## config.mk

```make
export PLATFORM = sky130hd
export DESIGN_NAME = ui_debounce_flat
export DESIGN_NICKNAME = d
export VERILOG_FILES = /design/src/rtl/ui_debounce_if.sv /design/src/rtl/ui_debounce.sv /design/src/flat_wrapper.sv
export SDC_FILE = /design/constraint.sdc
export NUM_CORES = 1
export LEC_CHECK = 0
export BUFFER_PORTS_ARGS = -buffer_cell sky130_fd_sc_hd__buf_2
export CAP_MARGIN = 20
export CORE_MARGIN = 2
export CORE_UTILIZATION = 46
export DETAILED_ROUTE_END_ITERATION = 10
export PLACE_DENSITY = 0.68
export REMOVE_ABC_BUFFERS = 1
export SLEW_MARGIN = 20
export SYNTH_ARGS = -nofsm -noshare
export SYNTH_HDL_FRONTEND = slang
export SYNTH_SLANG_ARGS = --single-unit
```

## constraint.sdc

```tcl
create_clock -name clk -period 1.3 [get_ports clk]
set_input_delay 0.195 -clock clk [delete_from_list [all_inputs] [get_ports clk]]
set_output_delay 0.195 -clock clk [all_outputs]
set_load 0.02 [all_outputs]
```

## src/rtl/ui_debounce_if.sv

```systemverilog
// ui_debounce_if: pad-side bus into and conditioned bus out of ui_debounce.
// DB_EVENT_COUNT_EN adds the evt_clr/evt_cnt pair.
interface ui_debounce_if #(
  parameter int WIDTH = 8
);
  logic             ena;
  logic [WIDTH-1:0] raw_in;
  logic [WIDTH-1:0] db_out;
  logic [WIDTH-1:0] rise;
  logic [WIDTH-1:0] fall;
  logic             busy;
`ifdef DB_EVENT_COUNT_EN
  logic             evt_clr;
  logic [7:0]       evt_cnt;

  modport master (
    output ena, raw_in, evt_clr,
    input  db_out, rise, fall, busy, evt_cnt
  );
  modport slave (
    input  ena, raw_in, evt_clr,
    output db_out, rise, fall, busy, evt_cnt
  );
`else
  modport master (
    output ena, raw_in,
    input  db_out, rise, fall, busy
  );
  modport slave (
    input  ena, raw_in,
    output db_out, rise, fall, busy
  );
`endif
endinterface

```

## src/rtl/ui_debounce.sv

```systemverilog
// ui_debounce: 2-FF sync plus per-bit stability counter, rise/fall pulses.
// Optional DB_EVENT_COUNT_EN adds an 8-bit accepted-rise event counter.
module ui_debounce #(
  parameter int WIDTH           = 8,
  parameter int CNT_W           = 4,
  parameter int DEBOUNCE_CYCLES = 4
) (
  input logic          clk,
  input logic          rst_n,
  ui_debounce_if.slave bus
);

  generate
    if (DEBOUNCE_CYCLES < 1 ||
        DEBOUNCE_CYCLES > (2**CNT_W) - 1) begin : g_bad_cfg
      $error("ui_debounce: DEBOUNCE_CYCLES out of range");
    end
  endgenerate

  localparam logic [CNT_W-1:0] LAST =
    CNT_W'(DEBOUNCE_CYCLES - 1);

  logic [WIDTH-1:0]            s1;
  logic [WIDTH-1:0]            s2;
  logic [WIDTH-1:0]            db;
  logic [WIDTH-1:0]            rise;
  logic [WIDTH-1:0]            fall;
  logic [WIDTH-1:0][CNT_W-1:0] cnt;

  logic [WIDTH-1:0]            db_n;
  logic [WIDTH-1:0]            rise_n;
  logic [WIDTH-1:0]            fall_n;
  logic [WIDTH-1:0][CNT_W-1:0] cnt_n;
  logic                        busy;

  always_comb begin
    db_n   = db;
    rise_n = '0;
    fall_n = '0;
    cnt_n  = cnt;
    busy   = 1'b0;
    for (int i = 0; i < WIDTH; i++) begin
      busy = busy | (cnt[i] != '0);
      if (s2[i] == db[i]) begin
        cnt_n[i] = '0;
      end else if (cnt[i] == LAST) begin
        cnt_n[i]  = '0;
        db_n[i]   = s2[i];
        rise_n[i] = s2[i];
        fall_n[i] = ~s2[i];
      end else begin
        cnt_n[i] = cnt[i] + 1'b1;
      end
    end
  end

  always_ff @(posedge clk) begin
    if (!rst_n) begin
      s1   <= '0;
      s2   <= '0;
      db   <= '0;
      rise <= '0;
      fall <= '0;
      cnt  <= '0;
    end else if (bus.ena) begin
      s1   <= bus.raw_in;
      s2   <= s1;
      db   <= db_n;
      rise <= rise_n;
      fall <= fall_n;
      cnt  <= cnt_n;
    end else begin
      rise <= '0;
      fall <= '0;
    end
  end

  assign bus.db_out = db;
  assign bus.rise   = rise;
  assign bus.fall   = fall;
  assign bus.busy   = busy;

`ifdef DB_EVENT_COUNT_EN
  logic [7:0] evt;

  // Clear wins over increment and is honoured even while frozen.
  always_ff @(posedge clk) begin
    if (!rst_n) begin
      evt <= '0;
    end else if (bus.evt_clr) begin
      evt <= '0;
    end else if (bus.ena && (|rise_n)) begin
      evt <= evt + 8'd1;
    end
  end

  assign bus.evt_cnt = evt;
`endif

endmodule
```

## src/flat_wrapper.sv

```systemverilog
// flat-port wrapper written by rule: the top's interface ports become plain ports
module ui_debounce_flat 
#(
  parameter int WIDTH           = 8,
  parameter int CNT_W           = 4,
  parameter int DEBOUNCE_CYCLES = 4
)
  (clk, rst_n, bus_ena, bus_raw_in, bus_db_out, bus_rise, bus_fall, bus_busy);
  ui_debounce_if #(.WIDTH(WIDTH)) bus_i ();
  input logic clk;
  input logic rst_n;
  input wire logic [$bits(bus_i.ena)-1:0] bus_ena;
  input wire logic [$bits(bus_i.raw_in)-1:0] bus_raw_in;
  output wire logic [$bits(bus_i.db_out)-1:0] bus_db_out;
  output wire logic [$bits(bus_i.rise)-1:0] bus_rise;
  output wire logic [$bits(bus_i.fall)-1:0] bus_fall;
  output wire logic [$bits(bus_i.busy)-1:0] bus_busy;
  assign bus_i.ena = bus_ena;
  assign bus_i.raw_in = bus_raw_in;
  assign bus_db_out = bus_i.db_out;
  assign bus_rise = bus_i.rise;
  assign bus_fall = bus_i.fall;
  assign bus_busy = bus_i.busy;
  ui_debounce #(.WIDTH(WIDTH), .CNT_W(CNT_W), .DEBOUNCE_CYCLES(DEBOUNCE_CYCLES)) u_core (.clk(clk), .rst_n(rst_n), .bus(bus_i));
endmodule
```

# Word-level counts from Yosys, hierarchy flattened
# Cells that the tools add are included.
[totals]
register_bits = 72
latchBits = 0
ram_bits = 0
romBits = 0
inputBits = 11
out_inout_bits = 25
word_cells = 131
n_memories = 0
[classes]
addsub = 8
multipliers = 0
n_div = 0
n_lt_le_gt_ge = 0
eq_ne = 16
shift = 0
muxes = 16
bitwise = 33
n_reduce_logical = 24
[ops]
columns = ["operator", "n"]
rows = [
  ["$mux W4", 16],
  ["$add A4 B1 Y4 const B", 8],
  ["$eq A4 B2 Y1 const B", 8],
  ["$reduce_bool A4 Y1", 8],
  ["$reduce_or A4 Y1", 8],
  ["$not A1 Y1", 26],
  ["$reduce_and A3 Y1", 8],
  ["$eq A1 B1 Y1", 8],
  ["$or A1 B1 Y1", 7],
]

# Logic depth before layout (Yosys ltp)
[logic_depth]
depth_word = 8
depth_mapped = 5
ltp_nobuf = 5

# Least setup slack after synthesis
# OpenSTA, ideal clock, no wires.
[synth_path]
path_type = "register to output"
startpoint = "register u_core.cnt[28] (netlist bit)"
endpoint = "output bus_busy"
arrival_ps = 1435
t_required_ps = 1105
path_slack_ps = -330
stages_incl_launch_ff = 6
n_path_buf = 0
cell_sequence = "dfxtp_1 > inv_1 > ha_1 > or4b_1 > nor4_1 > nand4_1"
[synth_via]
elab_chain_len = 2
[synth_rtl]
columns = ["element", "line_no", "source"]
rows = [
  ["from (decl)", "ui_debounce.sv:28", "logic [WIDTH-1:0][CNT_W-1:0] cnt;"],
  ["from (signal assigned)", "ui_debounce.sv:71", "cnt <= cnt_n;"],
  ["$reduce_bool A4 Y1", "ui_debounce.sv:43", "busy = busy | (cnt[i] != '0);"],
  ["$or A1 B1 Y1", "ui_debounce.sv:43", ""],
  ["to (decl)", "flat_wrapper.sv:17", "output wire logic [$bits(bus_i.busy)-1:0] bus_busy;"],
]
# Every way passes these cells.

# Final worst setup path
[layout_path]
startpoint = "register u_core.cnt[8] (netlist bit)"
endpoint = "output bus_busy"
[layout_via]
elab_chain_len = 7
[layout_rtl]
columns = ["element", "line_no"]
rows = [
  ["$reduce_bool A4 Y1", "ui_debounce.sv:43"],
  ["$or A1 B1 Y1 (6 in series)", "ui_debounce.sv:43"],
]
# Every way passes these cells.

==> impl_metrics.ini <==
[synth]
synth_top_area_cell = dfxtp_1
synthMuxAreaShare = 0.05498
synth_compound_area_frac = 0.1317
avgSynthCellArea_sq_um = 9.724
synth_xor_area_frac = 0.02673
ys_ff_latch = 72
netlist.area_leader.share = 0.4399
synth_cell_types = 35
synth_fa_ha_area_frac = 0.06109
synth_area_leaders = dfxtp_1, ha_1, mux2i_1
syn_area_sq_um = 3277
synth-seq-area-share = 0.4399
yosys_warnings = 0
synth_top_family_by_area = simple AND/OR/NAND/NOR gates
synth-simple-area-share = 0.2447
syn_inst = 337

[clock_tree]
clk_latency_ns = 0.35
root_buffer = clkbuf_8
cts_tree = yes
cts_buffer_depth = 2
cts_buffers = 9
cts.sinks = 72
htreeDepth = 3
path_clk_slew_ns = 0.08

[power_and_ir_drop]
peakVddDrop_mv = 0.5733
p_int_mw = 3.944
power_frac_comb = 0.076
p_clk_frac = 0.473
power_switching_share = 0.2156
p_per_area_nw_per_um2 = 1098
cellLeakagePower_nw = 1.871
power_mw = 5.028
pwr-share-seq = 0.452
p_sw_mw = 1.084

[min_path]
whs_path_depth = 3
hp-class = input pin to flop

[cells_and_area]
drive_gt1_frac = 0.3733
layout_commonest_cell = dfxtp_1
fin_area_sq_um = 4579
instances_no_fill = 530
diodes = 0
final_cell_mix = dfxtp_1, buf_4, buf_2
syn_to_final_growth_pct = 39.75
nets = 456

[grt]
top_usage_layer = met2
grt_pass1_wl_mm = 12.30
grt_overflow = 0
grt_pass1_vias = 2692
grt_antenna_before_repair = 0
gr-usage-met2 = 0.3397
met3_usage = 0.05597
grt_use_met1 = 0.2471
grt_max_degree = 41
grt_usage = 0.2028

[floorplan]
start_util = 0.4797
die_height_um = 88.40
dieArea_sq_um = 7815
die-width_um = 88.40
fp-row-count = 30
design.core.area_sq_um = 6832
ios = 36

[timing]
period_needed_ns = 2.094
drv_slew = 0
finalSetupViolations = 2
setup_slack_ns = -0.7941
finalClockSkew_ns = 0.008016
hold_violations = 0
fin_crit_sh = 1.611
fmax_mhz = 477.5
rsz0062_at_grt = yes
tightest_slew_ns = 0.4798
slew_headroom = 0.6785

[drt]
wire_per_inst_um = 13.69
dr.pass1.iters = 4
ant_nets = 0
first_iter_violations = 68
route.detailed.drc = 0
via_per_inst = 5.245
vias = 2780
wirelength_mm = 7.256

[critical_path]
setup.worst_path.end = bus_busy
reg2reg_setup_slack_ns = -0.05
start_kind = flop
worstSetupPathType = flop to primary output
startpoint = u_core.cnt[8]$_SDFFE_PN0P_
worstPathArrival_ns = 1.90
cp.required_ns = 1.11
r2r_start = u_core.cnt[9]$_SDFFE_PN0P_
reg2reg_depth = 6
r2r_end = u_core.bus.db_out[2]$_SDFFE_PN0P_
worstSetupEndpointType = primary output
path_max_fanout = 2

[placed_design]
dpl.cell_count = 518
gp_congestion = 0.7823
numPortBuffers = 35
place_area_sq_um = 4015
hpwl_mm = 4.872

[status]
failed_checks = setup timing
status = finished, violations left

[run]
cap_violations = 0
==> logic make-up (layout without fill, tap and decap cells) <==
kind of cell,count (synthesis),after routing
AND/OR/NAND/NOR,135,135
flip-flops,72,72
AO/OA/AOI/OAI,54,54
buffers and inverters,32,129
multiplexers,18,18
adder cells (fa/ha/maj),16,16
XOR/XNOR,10,10
==> layer usage <==
| layer | part of all wire | vias up |
|---|---|---|
| met5 | 0 | - |
| met4 | 0.020 | 0 |
| met3 | 0.035 | 17 |
| met2 | 0.49 | 46 |
| met1 | 0.45 | 1325 |
| li1 | - | 1392 |
==> cell type report <==
class	count	area, sq um
clock inverter	5	127.6
tap	96	120.1
fill	550	2252
clock buffer	11	141.4
multi-input combinational	233	1994
timing repair buffer	96	675.6
inverter	17	63.81
sequential	72	1456
==> how the worst min path moves through the flow <==
stage / start / to / slack, ns
after floorplan: rst_n / u_core.cnt[0]$_SDFFE_PN0P_ / 0.31
after global placement: bus_raw_in[1] / u_core.s1[1]$_SDFFE_PN0P_ / 0.45
after detailed placement: bus_raw_in[5] / u_core.s1[5]$_SDFFE_PN0P_ / 0.46
after CTS: bus_raw_in[7] / u_core.s1[7]$_SDFFE_PN0P_ / 0.09
after global routing: bus_raw_in[7] / u_core.s1[7]$_SDFFE_PN0P_ / 0.09
final: bus_raw_in[7] / u_core.s1[7]$_SDFFE_PN0P_ / 0.1
==> power by group through the flow <==
stage	logic, mW	clock network (mW)	registers, mW
2_1_floorplan	0.156	0	2.32
3_3_place_gp	0.332	0	2.32
3_5_place_dp	0.339	0	2.32
4_1_cts	0.370	2.42	2.27
5_1_grt	0.415	2.52	2.28
6_report	0.380	2.38	2.27
==> state kept, by name, summed over array words and instances, names as in the netlist <==
signal             flops
u_core.bus.db_out      8
u_core.bus.fall        8
u_core.bus.rise        8
u_core.cnt            32
u_core.s1              8
u_core.s2              8
==> stage by stage <==
step / utilization / TNS (ns) / hold slack, ns / setup WS (ns)
2_1_floorplan: - / -0.7285 / 0.3125 / -0.3298
3_3_place_gp: 0.5877 / -0.8539 / 0.4526 / -0.4206
3_5_place_dp: 0.5877 / -1.153 / 0.4610 / -0.4836
4_1_cts: 0.6504 / -0.8311 / 0.09108 / -0.8025
5_1_grt: 0.6703 / -1.013 / 0.09252 / -0.8914
6_report: 0.6703 / -0.8401 / 0.09599 / -0.7941
==> synth_stat cells, drive strengths merged <==
| library cell | number |
|---|---|
| nor2 | 15 |
| dfxtp | 72 |
| nor4b | 8 |
| or4b | 2 |
| buf | 7 |
| nand3 | 8 |
| nand4 | 1 |
| o21a | 14 |
| a22o | 2 |
| xnor2 | 10 |
| and4bb | 2 |
| nand2 | 21 |
| o22ai | 8 |
| and2 | 8 |
| nor4 | 14 |
| a2111oi | 2 |
| inv | 17 |
| a21o | 4 |
| and2b | 1 |
| a21boi | 6 |
| nor2b | 22 |
| a32o | 4 |
| mux2i | 18 |
| nor4bb | 1 |
| and3 | 11 |
| nor3b | 12 |
| clkbuf | 8 |
| nand4b | 2 |
| nand2b | 1 |
| o22a | 6 |
| nor3 | 6 |
| o31ai | 8 |
| ha | 16 |
==> repair_timing <==
item / in CTS / in global routing
gates resized for setup: 44 / 26
hold buffers: 0 / 0
pin swaps: 5 / 4
setup endpoints to repair: 22 / 26
setup buffers: 2 / 0
==> worst max-delay path, cell delays in order (launching register included) <==
cell	delay [ns]
dfxtp_2	0.34
inv_2	0.07
ha_4	0.11
or4b_4	0.46
nor4_4	0.27
nand4_1	0.12
buf_4	0.18
Power figures use the tool's default switching activity.
